<file path="src/rtl/addsub_rr_arbiter_if.sv">
// Bundle of requester, shared adder/subtractor and response signals for addsub_rr_arbiter.
// The slave modport is the arbiter's view, and the master modport is the environment's view.
interface addsub_rr_arbiter_if #(
    parameter int NUM_REQ = 4,
    parameter int WIDTH   = 4,
    parameter int ID_W    = 2
);
    logic [NUM_REQ-1:0]       req_valid;
    logic [NUM_REQ-1:0]       req_ready;
    logic [NUM_REQ*WIDTH-1:0] req_a;
    logic [NUM_REQ*WIDTH-1:0] req_b;
    logic [NUM_REQ-1:0]       req_sub;
    logic [WIDTH-1:0]         alu_a;
    logic [WIDTH-1:0]         alu_b;
    logic                     alu_en;
    logic [WIDTH-1:0]         alu_sum;
    logic                     alu_cbout;
    logic                     rsp_valid;
    logic                     rsp_ready;
    logic [ID_W-1:0]          rsp_id;
    logic [WIDTH-1:0]         rsp_sum;
    logic                     rsp_cbout;

    modport slave (
        input  req_valid, req_a, req_b, req_sub, alu_sum, alu_cbout, rsp_ready,
        output req_ready, alu_a, alu_b, alu_en, rsp_valid, rsp_id, rsp_sum, rsp_cbout
    );

    modport master (
        output req_valid, req_a, req_b, req_sub, alu_sum, alu_cbout, rsp_ready,
        input  req_ready, alu_a, alu_b, alu_en, rsp_valid, rsp_id, rsp_sum, rsp_cbout
    );
endinterface

</file>
<file path="src/rtl/addsub_rr_arbiter.sv">
// Round-robin arbiter that shares one adder_cum_subtractor, with one operation in flight at a time.
// Define ADDSUB_ARB_STATS_EN to add the saturating op_count and sub_count outputs.
module addsub_rr_arbiter #(
    parameter int NUM_REQ = 4,
    parameter int WIDTH   = 4,
    parameter int ID_W    = 2
) (
    input  logic                clk,
    input  logic                rst_n,
    addsub_rr_arbiter_if.slave  bus,
    output logic [1:0]          o_dbg_state
`ifdef ADDSUB_ARB_STATS_EN
    ,
    output logic [15:0]         op_count,
    output logic [15:0]         sub_count
`endif
);
    typedef enum logic [1:0] {
        ST_IDLE  = 2'd0,
        ST_ISSUE = 2'd1,
        ST_RESP  = 2'd2
    } state_t;

    state_t              r_state;
    state_t              w_next_state;
    logic [ID_W-1:0]     r_rr_ptr;
    logic [ID_W-1:0]     w_winner;
    logic [ID_W-1:0]     w_rr_next;
    logic                w_found;
    logic [NUM_REQ-1:0]  w_req_ready;
    logic [WIDTH-1:0]    r_alu_a;
    logic [WIDTH-1:0]    r_alu_b;
    logic                r_alu_en;
    logic                r_rsp_valid;
    logic [ID_W-1:0]     r_rsp_id;
    logic [WIDTH-1:0]    r_rsp_sum;
    logic                r_rsp_cbout;
    logic                w_rsp_fire;

    // Handshakes: a transfer happens on a rising edge where valid and ready are both high.
    // req_valid may drop before it is granted. rsp_* stay frozen while rsp_valid is high and rsp_ready is low.
    always_comb begin
        w_found  = 1'b0;
        w_winner = '0;
        for (int k = 0; k < NUM_REQ; k++) begin
            int idx;
            idx = int'(r_rr_ptr) + k;
            if (idx >= NUM_REQ) idx = idx - NUM_REQ;
            if (!w_found && bus.req_valid[idx]) begin
                w_found  = 1'b1;
                w_winner = ID_W'(idx);
            end
        end
    end

    assign w_rr_next  = (w_winner == ID_W'(NUM_REQ - 1)) ? '0 : w_winner + 1'b1;
    assign w_rsp_fire = (r_state == ST_RESP) && r_rsp_valid && bus.rsp_ready;

    always_comb begin
        w_req_ready = '0;
        if (rst_n && (r_state == ST_IDLE) && w_found) w_req_ready[w_winner] = 1'b1;
    end

    always_ff @(posedge clk or negedge rst_n) begin
        if (!rst_n) r_state <= ST_IDLE;
        else        r_state <= w_next_state;
    end

    always_comb begin
        w_next_state = r_state;
        case (r_state)
            ST_IDLE:  if (w_found) w_next_state = ST_ISSUE;
            ST_ISSUE: w_next_state = ST_RESP;
            ST_RESP:  if (w_rsp_fire) w_next_state = ST_IDLE;
            default:  w_next_state = ST_IDLE;
        endcase
    end

    // Operands are held after issue so the shared unit does not toggle while idle.
    always_ff @(posedge clk or negedge rst_n) begin
        if (!rst_n) begin
            r_rr_ptr    <= '0;
            r_alu_a     <= '0;
            r_alu_b     <= '0;
            r_alu_en    <= 1'b0;
            r_rsp_valid <= 1'b0;
            r_rsp_id    <= '0;
            r_rsp_sum   <= '0;
            r_rsp_cbout <= 1'b0;
        end else begin
            case (r_state)
                ST_IDLE: begin
                    if (w_found) begin
                        r_alu_a  <= bus.req_a[int'(w_winner)*WIDTH +: WIDTH];
                        r_alu_b  <= bus.req_b[int'(w_winner)*WIDTH +: WIDTH];
                        r_alu_en <= bus.req_sub[w_winner];
                        r_rsp_id <= w_winner;
                        r_rr_ptr <= w_rr_next;
                    end
                end
                ST_ISSUE: begin
                    r_rsp_sum   <= bus.alu_sum;
                    r_rsp_cbout <= bus.alu_cbout;
                    r_rsp_valid <= 1'b1;
                end
                ST_RESP: begin
                    if (w_rsp_fire) r_rsp_valid <= 1'b0;
                end
                default: r_rsp_valid <= 1'b0;
            endcase
        end
    end

`ifdef ADDSUB_ARB_STATS_EN
    logic [15:0] r_op_count;
    logic [15:0] r_sub_count;

    // r_alu_en still holds the completing op's mode, because it only reloads on the next accept.
    always_ff @(posedge clk or negedge rst_n) begin
        if (!rst_n) begin
            r_op_count  <= '0;
            r_sub_count <= '0;
        end else if (w_rsp_fire) begin
            if (r_op_count != 16'hFFFF) r_op_count <= r_op_count + 16'd1;
            if (r_alu_en && (r_sub_count != 16'hFFFF)) r_sub_count <= r_sub_count + 16'd1;
        end
    end

    assign op_count  = r_op_count;
    assign sub_count = r_sub_count;
`endif

    assign bus.req_ready = w_req_ready;
    assign bus.alu_a     = r_alu_a;
    assign bus.alu_b     = r_alu_b;
    assign bus.alu_en    = r_alu_en;
    assign bus.rsp_valid = r_rsp_valid;
    assign bus.rsp_id    = r_rsp_id;
    assign bus.rsp_sum   = r_rsp_sum;
    assign bus.rsp_cbout = r_rsp_cbout;
    assign o_dbg_state   = r_state;
endmodule

</file>
<file path="src/flat_wrapper.sv">
// flat-port wrapper written by rule: the top's interface ports become plain ports
module addsub_rr_arbiter_flat 
#(
    parameter int NUM_REQ = 4,
    parameter int WIDTH   = 4,
    parameter int ID_W    = 2
)
  (clk, rst_n, o_dbg_state, bus_req_valid, bus_req_a, bus_req_b, bus_req_sub, bus_alu_sum, bus_alu_cbout, bus_rsp_ready, bus_req_ready, bus_alu_a, bus_alu_b, bus_alu_en, bus_rsp_valid, bus_rsp_id, bus_rsp_sum, bus_rsp_cbout);
  addsub_rr_arbiter_if #(.NUM_REQ(NUM_REQ), .WIDTH(WIDTH), .ID_W(ID_W)) bus_i ();
  input  logic clk;
  input  logic rst_n;
  output logic [1:0] o_dbg_state;
  input wire logic [$bits(bus_i.req_valid)-1:0] bus_req_valid;
  input wire logic [$bits(bus_i.req_a)-1:0] bus_req_a;
  input wire logic [$bits(bus_i.req_b)-1:0] bus_req_b;
  input wire logic [$bits(bus_i.req_sub)-1:0] bus_req_sub;
  input wire logic [$bits(bus_i.alu_sum)-1:0] bus_alu_sum;
  input wire logic [$bits(bus_i.alu_cbout)-1:0] bus_alu_cbout;
  input wire logic [$bits(bus_i.rsp_ready)-1:0] bus_rsp_ready;
  output wire logic [$bits(bus_i.req_ready)-1:0] bus_req_ready;
  output wire logic [$bits(bus_i.alu_a)-1:0] bus_alu_a;
  output wire logic [$bits(bus_i.alu_b)-1:0] bus_alu_b;
  output wire logic [$bits(bus_i.alu_en)-1:0] bus_alu_en;
  output wire logic [$bits(bus_i.rsp_valid)-1:0] bus_rsp_valid;
  output wire logic [$bits(bus_i.rsp_id)-1:0] bus_rsp_id;
  output wire logic [$bits(bus_i.rsp_sum)-1:0] bus_rsp_sum;
  output wire logic [$bits(bus_i.rsp_cbout)-1:0] bus_rsp_cbout;
  assign bus_i.req_valid = bus_req_valid;
  assign bus_i.req_a = bus_req_a;
  assign bus_i.req_b = bus_req_b;
  assign bus_i.req_sub = bus_req_sub;
  assign bus_i.alu_sum = bus_alu_sum;
  assign bus_i.alu_cbout = bus_alu_cbout;
  assign bus_i.rsp_ready = bus_rsp_ready;
  assign bus_req_ready = bus_i.req_ready;
  assign bus_alu_a = bus_i.alu_a;
  assign bus_alu_b = bus_i.alu_b;
  assign bus_alu_en = bus_i.alu_en;
  assign bus_rsp_valid = bus_i.rsp_valid;
  assign bus_rsp_id = bus_i.rsp_id;
  assign bus_rsp_sum = bus_i.rsp_sum;
  assign bus_rsp_cbout = bus_i.rsp_cbout;
  addsub_rr_arbiter #(.NUM_REQ(NUM_REQ), .WIDTH(WIDTH), .ID_W(ID_W)) u_core (.clk(clk), .rst_n(rst_n), .bus(bus_i), .o_dbg_state(o_dbg_state));
endmodule
</file>
<file path="config.mk">
export PLATFORM = sky130hd
export DESIGN_NAME = addsub_rr_arbiter_flat
export DESIGN_NICKNAME = d
export VERILOG_FILES = /design/src/rtl/addsub_rr_arbiter_if.sv /design/src/rtl/addsub_rr_arbiter.sv /design/src/flat_wrapper.sv
export SDC_FILE = /design/constraint.sdc
export NUM_CORES = 1
export LEC_CHECK = 0
export ABC_AREA = 1
export CAP_MARGIN = 10
export CELL_PAD_IN_SITES_DETAIL_PLACEMENT = 2
export CELL_PAD_IN_SITES_GLOBAL_PLACEMENT = 2
export CORE_ASPECT_RATIO = 1.5
export CORE_MARGIN = 2
export CORE_UTILIZATION = 23
export CTS_BUF_LIST = sky130_fd_sc_hd__clkbuf_2
export DETAILED_ROUTE_END_ITERATION = 16
export GPL_ROUTABILITY_DRIVEN = 0
export PLACE_DENSITY_LB_ADDON = 0.1
export SLEW_MARGIN = 25
export SYNTH_ARGS = -nofsm -noshare
export SYNTH_HDL_FRONTEND = slang
export SYNTH_SLANG_ARGS = --single-unit
</file>
<file path="constraint.sdc">
create_clock -name clk -period 4.14 [get_ports clk]
set_input_delay 0.414 -clock clk [delete_from_list [all_inputs] [get_ports clk]]
set_output_delay 0.414 -clock clk [all_outputs]
set_load 0.01 [all_outputs]
</file>
## Yosys cells after proc, flatten, opt, wreduce, memory -nomap -nowiden

Cells that the tools add are included.

| storage, ports and cells | value |
|---|---|
| flip-flop bits (word level) | 21 |
| bits in latches | 0 |
| memory bits (writable) | 0 |
| ROM bits | 0 |
| output and inout port bits | 23 |
| logic and storage cells | 85 |
| memories kept | 0 |

| cells by class | value |
|---|---|
| add/sub/neg operators | 8 |
| $mul | 0 |
| div/mod/pow operators | 0 |
| magnitude comparators | 10 |
| equal/unequal tests | 5 |
| shift-type cells | 2 |
| mux-type cells | 35 |
| bitwise gates (word level) | 1 |
| reduce and logical (&&, ||, !) cells | 15 |

Operators by type and width:

| cell | count |
|---|---|
| < comparator 32 x 4 -> 1 bit, second input constant | 4 |
| 2-to-1 mux 32 bit | 4 |
| greater-or-equal comparator 32 x 4 -> 1 bit, second input constant | 3 |
| subtractor 32 x 4 -> 32 bit, second input constant | 3 |
| variable part select 16 x 5 -> 4 bit | 2 |
| 2-to-1 mux 1 bit | 15 |
| 2-to-1 mux 2 bit | 7 |
| binary-select mux 1 bit (select 2 bit) | 5 |
| logical AND 1 bit | 8 |
| adder 2 x 2 -> 3 bit, second input constant | 2 |
| one-hot mux 2 bit (3 select lines) | 1 |
| AND reduction 2 bit | 3 |
| == test 2 bit, second input constant | 2 |
| 2-to-1 mux 4 bit | 1 |
| != test 2 x 1 -> 1 bit, second input constant | 2 |
| subtractor 2 x 3 -> 4 bit, second input constant | 1 |
| adder 2 x 1 -> 3 bit, second input constant | 1 |
| greater-or-equal comparator 2 x 3 -> 1 bit, second input constant | 1 |
| logical NOT 1 bit | 3 |
| < comparator 2 x 3 -> 1 bit, second input constant | 1 |
| one-hot mux 1 bit (3 select lines) | 1 |
| adder 2 x 1 -> 2 bit, second input constant | 1 |
| demux 1 bit (select 2 bit) | 1 |
| == test 2 x 1 -> 1 bit, second input constant | 1 |
| other kinds (3) | 3 |

## Logic depth before layout (Yosys ltp)

Gate-level depths: netlist of the first run.

| depth | value |
|---|---|
| depth in word-level cells | 20 |
| mapped depth | 16 |

## Worst setup path after synthesis of the first run

OpenSTA, ideal clock, no wires.

| timing | value |
|---|---|
| path type | reg-to-output |
| start point | register u_core.r_rr_ptr[0] |
| end point | output port bus_req_ready[3] |
| data arrival time | 1.683 ns |
| data required time | 3.726 ns |
| path slack | 2.043 ns |
| stages on the path, launching flop included | 16 |
| path buffers | 3 |
| cells stage by stage | dfrtp_1 inv_1 buf_6 nand2_1 nand2_1 nand2_1 nand2_1 nor2_2 nand3_2 buf_6 nand3_2 buf_6 inv_2 ha_1 inv_1 nor2_1 |

| on the way | value |
|---|---|
| longest elaborated chain between the ends | 20 |
| elaborated cells between the ends (all ways) | 48 |

RTL lines:

| item | RTL line | RTL |
|---|---|---|
| from (decl) | addsub_rr_arbiter.sv:26 | `logic [ID_W-1:0] r_rr_ptr;` |
| from (signal assigned) | addsub_rr_arbiter.sv:98 | `r_rr_ptr <= w_rr_next;` |
| parallel branches: the longest is 19 deep, another holds subtractor 32 x 4 -> 32 bit | -- |  |
| 2-to-1 mux 4 bit * | addsub_rr_arbiter.sv:61 | `if (rst_n && (r_state == ST_IDLE) && w_found) w_req_ready[w_winner] = 1'b1;` |
| to (decl) | flat_wrapper.sv:20 | `output wire logic [$bits(bus_i.req_ready)-1:0] bus_req_ready;` |

Mark *: on every way between the ends. The select of a mux whose other input is x is not followed.

## Worst setup path after layout of the first run

| timing | value |
|---|---|
| start point | register u_core.r_rr_ptr[0] |
| end point | output port bus_req_ready[1] |

Same word-level chain as after synthesis.

==> summary.log, run 1 <==
[critical_path] highest net fanout along the worst path 20
[critical_path] Worst Setup Start Kind flop
[placed_design] Port Buffer Count 70
[final_layout] utilization after layout 36.4%
[detailed_routing] number of routed nets with antenna violations 0
[floorplan] starting density of the core 24.0%
[placed_design] worst slack, placed 730 ps
[yosys] number of warnings issued by yosys 0
[yosys] Synth area leader sky130_fd_sc_hd__dfrtp_1
[floorplan] die span in y 102 um
[cts] TritonCTS clock tree done
[yosys] share of the synthesized area in the top cell type 35.5%
[yosys] Mean Syn Cell Area 6.89 um^2
[power] VDD IR max 0.000227 V
[timing] count of final setup violators 0
[final_layout] fraction of layout instances using a drive strength above 1 8.83%
[timing] number of slew-limit violations in the final report 0
[global_route] via count of the first global-routing pass 1827
[power] Pwr Density 807 mW/mm^2
[detailed_routing] Routed WL 4990 um
[cts] count of hold-fix buffers inserted at cts 0
[yosys] main area contributors after synthesis sky130_fd_sc_hd__dfrtp_1 (35%), sky130_fd_sc_hd__nand2_1 (20%), sky130_fd_sc_hd__nand3_1 (15%)
[critical_path] cell count of the worst reg-to-reg path 12
[cts] number of buffers on the longest clock path 2
[timing] Post-Route Setup TNS 0 ps
[critical_path] largest stage delay on the critical path 570 ps
[critical_path] reg-to-reg slack, setup 1480 ps
[cts] number of post-CTS setup repair buffers 0
[final_layout] number of inserted filler cells in the final layout 759
[final_layout] relative area change from synthesis to final layout 51.8%
[cts] count of instances resized after the clock tree is built 0
[timing] skew final 3.61 ps
[final_layout] Layout Nets 333
[global_route] initial antenna violation count 0
[critical_path] critical path class reg2out
[final_layout] commonest cells after routing, fill and taps aside sky130_fd_sc_hd__nand2_1 (79), sky130_fd_sc_hd__clkdlybuf4s50_1 (70), sky130_fd_sc_hd__nand3_1 (44), sky130_fd_sc_hd__dfrtp_1 (21), sky130_fd_sc_hd__inv_1 (20)
[yosys] number of storage elements in the synthesis netlist 21
[timing] actual transition at the worst max-transition pin 420 ps
[critical_path] chain of cells forming the critical path inv_1 > nand2_1 > nand2_2 > nand2_1 > nand2_1 > nor2_2 > nand3_2 > nand2_1 > inv_2 > nand2_1 > nor3_1 > clkdlybuf4s50_1
[critical_path] combined buffer and inverter count along the critical path 3
[timing] final worst slack 466 ps
[cts] Reg clk slew, reported paths 210 ps
[timing] Fin. Hold Viols 0
[cts] # clock sinks 21
[timing] maximum clock frequency 0.272 GHz
[hold_path] hold crit path type in2async
[detailed_routing] vias 1662
[floorplan] die footprint 0.00711 mm^2
[run] number of maximum-capacitance constraint violations 0
[final_layout] diode insertion count for antenna repair 0
[floorplan] # IOs 71
[global_route] global-route congestion overflow total 0
[detailed_routing] iteration count of the initial detailed-routing pass 4
[critical_path] worst path arrival time 3260 ps
[detailed_routing] average detailed-routed wire length per instance 14.0 um
[yosys] Netlist cell types 22
[timing] final cycle utilization of the critical path 88.8%
[yosys] Syn Nets 264
[timing] unrepaired setup endpoints after global routing no
[detailed_routing] DRC violations left 0
[detailed_routing] Vias per Instance 4.66
[yosys] combined area of all synthesized cells 0.00148 mm^2
[global_route] wire length of the first global-routing pass 8270 um
[timing] worst max-slew margin expressed relative to the limit 72.0%
[global_route] largest net degree at the start of global routing 23
[yosys] post-synthesis sequential area ratio 35.5%
[timing] Final min period 3670 ps
[critical_path] library cell appearing most often on the critical path sky130_fd_sc_hd__nand2_1
[cts] insertion delay of the later-clocked pin in the worst-skew pair 330 ps
[floorplan] floorplan core area 0.00617 mm^2
[critical_path] cell family with most CP delay simple AND/OR/NAND/NOR gates
[detailed_routing] number of violations reported at the end of detailed-routing iteration 0 22
[cts] root buffer cell sky130_fd_sc_hd__clkbuf_2
[status] status complete, no violations
[global_route] total routing resource utilization after global routing 14.5%
[critical_path] required time at the endpoint of the critical path 3730 ps
[power] leakage dissipation 1.07 nW
[placed_design] dpl hpwl 4130 um
[critical_path] worst-path cell with the longest stage delay sky130_fd_sc_hd__clkdlybuf4s50_1
[cts] CTS H-tree lvls 1
[floorplan] std cell rows 35
[critical_path] endpoint kind of the worst setup timing path output port
[cts] number of buffers created by CTS 3
[yosys] Post-Syn Instances 215
[critical_path] worst r2r src u_core.r_rr_ptr[0]$_DFFE_PN0P_
[critical_path] end of the worst register-to-register path u_core.bus.alu_a[0]$_DFFE_PN0P_
[floorplan] Die Wd 69.5 um
[final_layout] commonest non-fill, non-tap cell in the layout sky130_fd_sc_hd__nand2_1
## through the flow
stage / total power, mW / instance area, um^2 / cells / hold slack (ps)
floorplan: 1.29 / 1480 / 215 / 118
global placement: 1.75 / 2230 / 353 / 475
detailed placement: 1.77 / 2230 / 353 / 487
CTS: 1.86 / 2250 / 357 / 396
global route: 2.04 / 2250 / 357 / 389
finish: 1.81 / 2250 / 357 / 396
## worst max path at each step
stage | to | from | cells after the start
final | bus_req_ready[1] | u_core.r_rr_ptr[0]$_DFFE_PN0P_ | 12
after global routing | bus_req_ready[0] | u_core.r_rr_ptr[0]$_DFFE_PN0P_ | 11
after CTS | bus_req_ready[1] | u_core.r_rr_ptr[0]$_DFFE_PN0P_ | 12
after detailed placement | bus_req_ready[1] | bus_req_valid[1] | 12
after global placement | bus_req_ready[1] | bus_req_valid[1] | 12
after floorplan | bus_req_ready[3] | u_core.r_rr_ptr[0]$_DFFE_PN0P_ | 15
## cell usage after synthesis
| master | instances |
|---|---|
| sky130_fd_sc_hd__buf_2 | 4 |
| sky130_fd_sc_hd__nand2_2 | 3 |
| sky130_fd_sc_hd__a211o_1 | 1 |
| sky130_fd_sc_hd__nor3_2 | 2 |
| sky130_fd_sc_hd__nor3_1 | 1 |
| sky130_fd_sc_hd__inv_1 | 20 |
| sky130_fd_sc_hd__nand3_1 | 44 |
| sky130_fd_sc_hd__ha_1 | 1 |
| sky130_fd_sc_hd__o21ai_0 | 2 |
| sky130_fd_sc_hd__nor2_1 | 5 |
| sky130_fd_sc_hd__nand2_1 | 79 |
| sky130_fd_sc_hd__nor2_2 | 2 |
| sky130_fd_sc_hd__buf_4 | 3 |
| sky130_fd_sc_hd__inv_2 | 3 |
| sky130_fd_sc_hd__nand3b_1 | 9 |
| sky130_fd_sc_hd__nand3_2 | 2 |
| sky130_fd_sc_hd__a21oi_1 | 1 |
| sky130_fd_sc_hd__o21ai_1 | 3 |
| sky130_fd_sc_hd__a31oi_1 | 1 |
| sky130_fd_sc_hd__mux2_2 | 5 |
| sky130_fd_sc_hd__dfrtp_1 | 21 |
| sky130_fd_sc_hd__buf_6 | 3 |
## worst reg2reg max path: cells and delay by family (launching register included)
family / cells / cell delay (ps)
AND/OR/NAND/NOR: 10 / 1500
buffers and inverters: 2 / 590
flip-flops: 1 / 550
## final cells by class
class	instances	area (um^2)	area share, %
clock buffers	3	15.0	0.668
repair buffers	74	731	32.5
clock inverters	1	5.00	0.223
flip-flops and latches	21	526	23.4
inverters	23	86.3	3.84
multi-input cells	161	793	35.3
well taps	74	92.6	4.12
## registers in the layout, summed over array words and instances, names as in the netlist
signal and count:
u_core.bus.alu_a 4, u_core.r_rr_ptr 2, u_core.bus.alu_b 4, u_core.bus.rsp_id 2
u_core.bus.rsp_cbout 1, u_core.bus.alu_en 1, u_core.bus.rsp_valid 1, u_core.o_dbg_state 2
u_core.bus.rsp_sum 4
## kinds of logic after synthesis
| group | Yosys count | synth area share, % |
|---|---|---|
| multiplexers | 5 | 3.80 |
| AND/OR/NAND/NOR | 147 | 45.9 |
| adder cells (fa/ha/maj) | 1 | 0.844 |
| AO/OA/AOI/OAI | 8 | 3.04 |
| flip-flops | 21 | 35.5 |
| buffers and inverters | 33 | 11.0 |
## per-layer routing
| metal | global-route usage (%) | vias up | routed length (um) |
|---|---|---|---|
| met2 | 30.9 | 37 | 2940 |
| met5 | 0 | - | 0 |
| met4 | 4.07 | 0 | 59 |
| li1 | - | 824 | - |
| met1 | 14.9 | 797 | 1870 |
| met3 | 0.986 | 4 | 120 |
## report_power, final
part / internal (mW) / switching, mW
Sequential: 0.314 / 0.0801
Clock: 0.0219 / 0.0674
Combinational: 0.536 / 0.794
Power figures use the tool's default switching activity.
==> inputs of run 2 (changes only) <==
- CTS_CLUSTER_DIAMETER: default -> 50
==> results of run 2 <==
No change in the layout: final DEF, timing and power equal those of run 1.
==> inputs of run 3 (changes only) <==
- CTS_CLUSTER_DIAMETER: 50 -> default
==> results of run 3 <==
No change in the layout: final DEF, timing and power equal those of run 1.
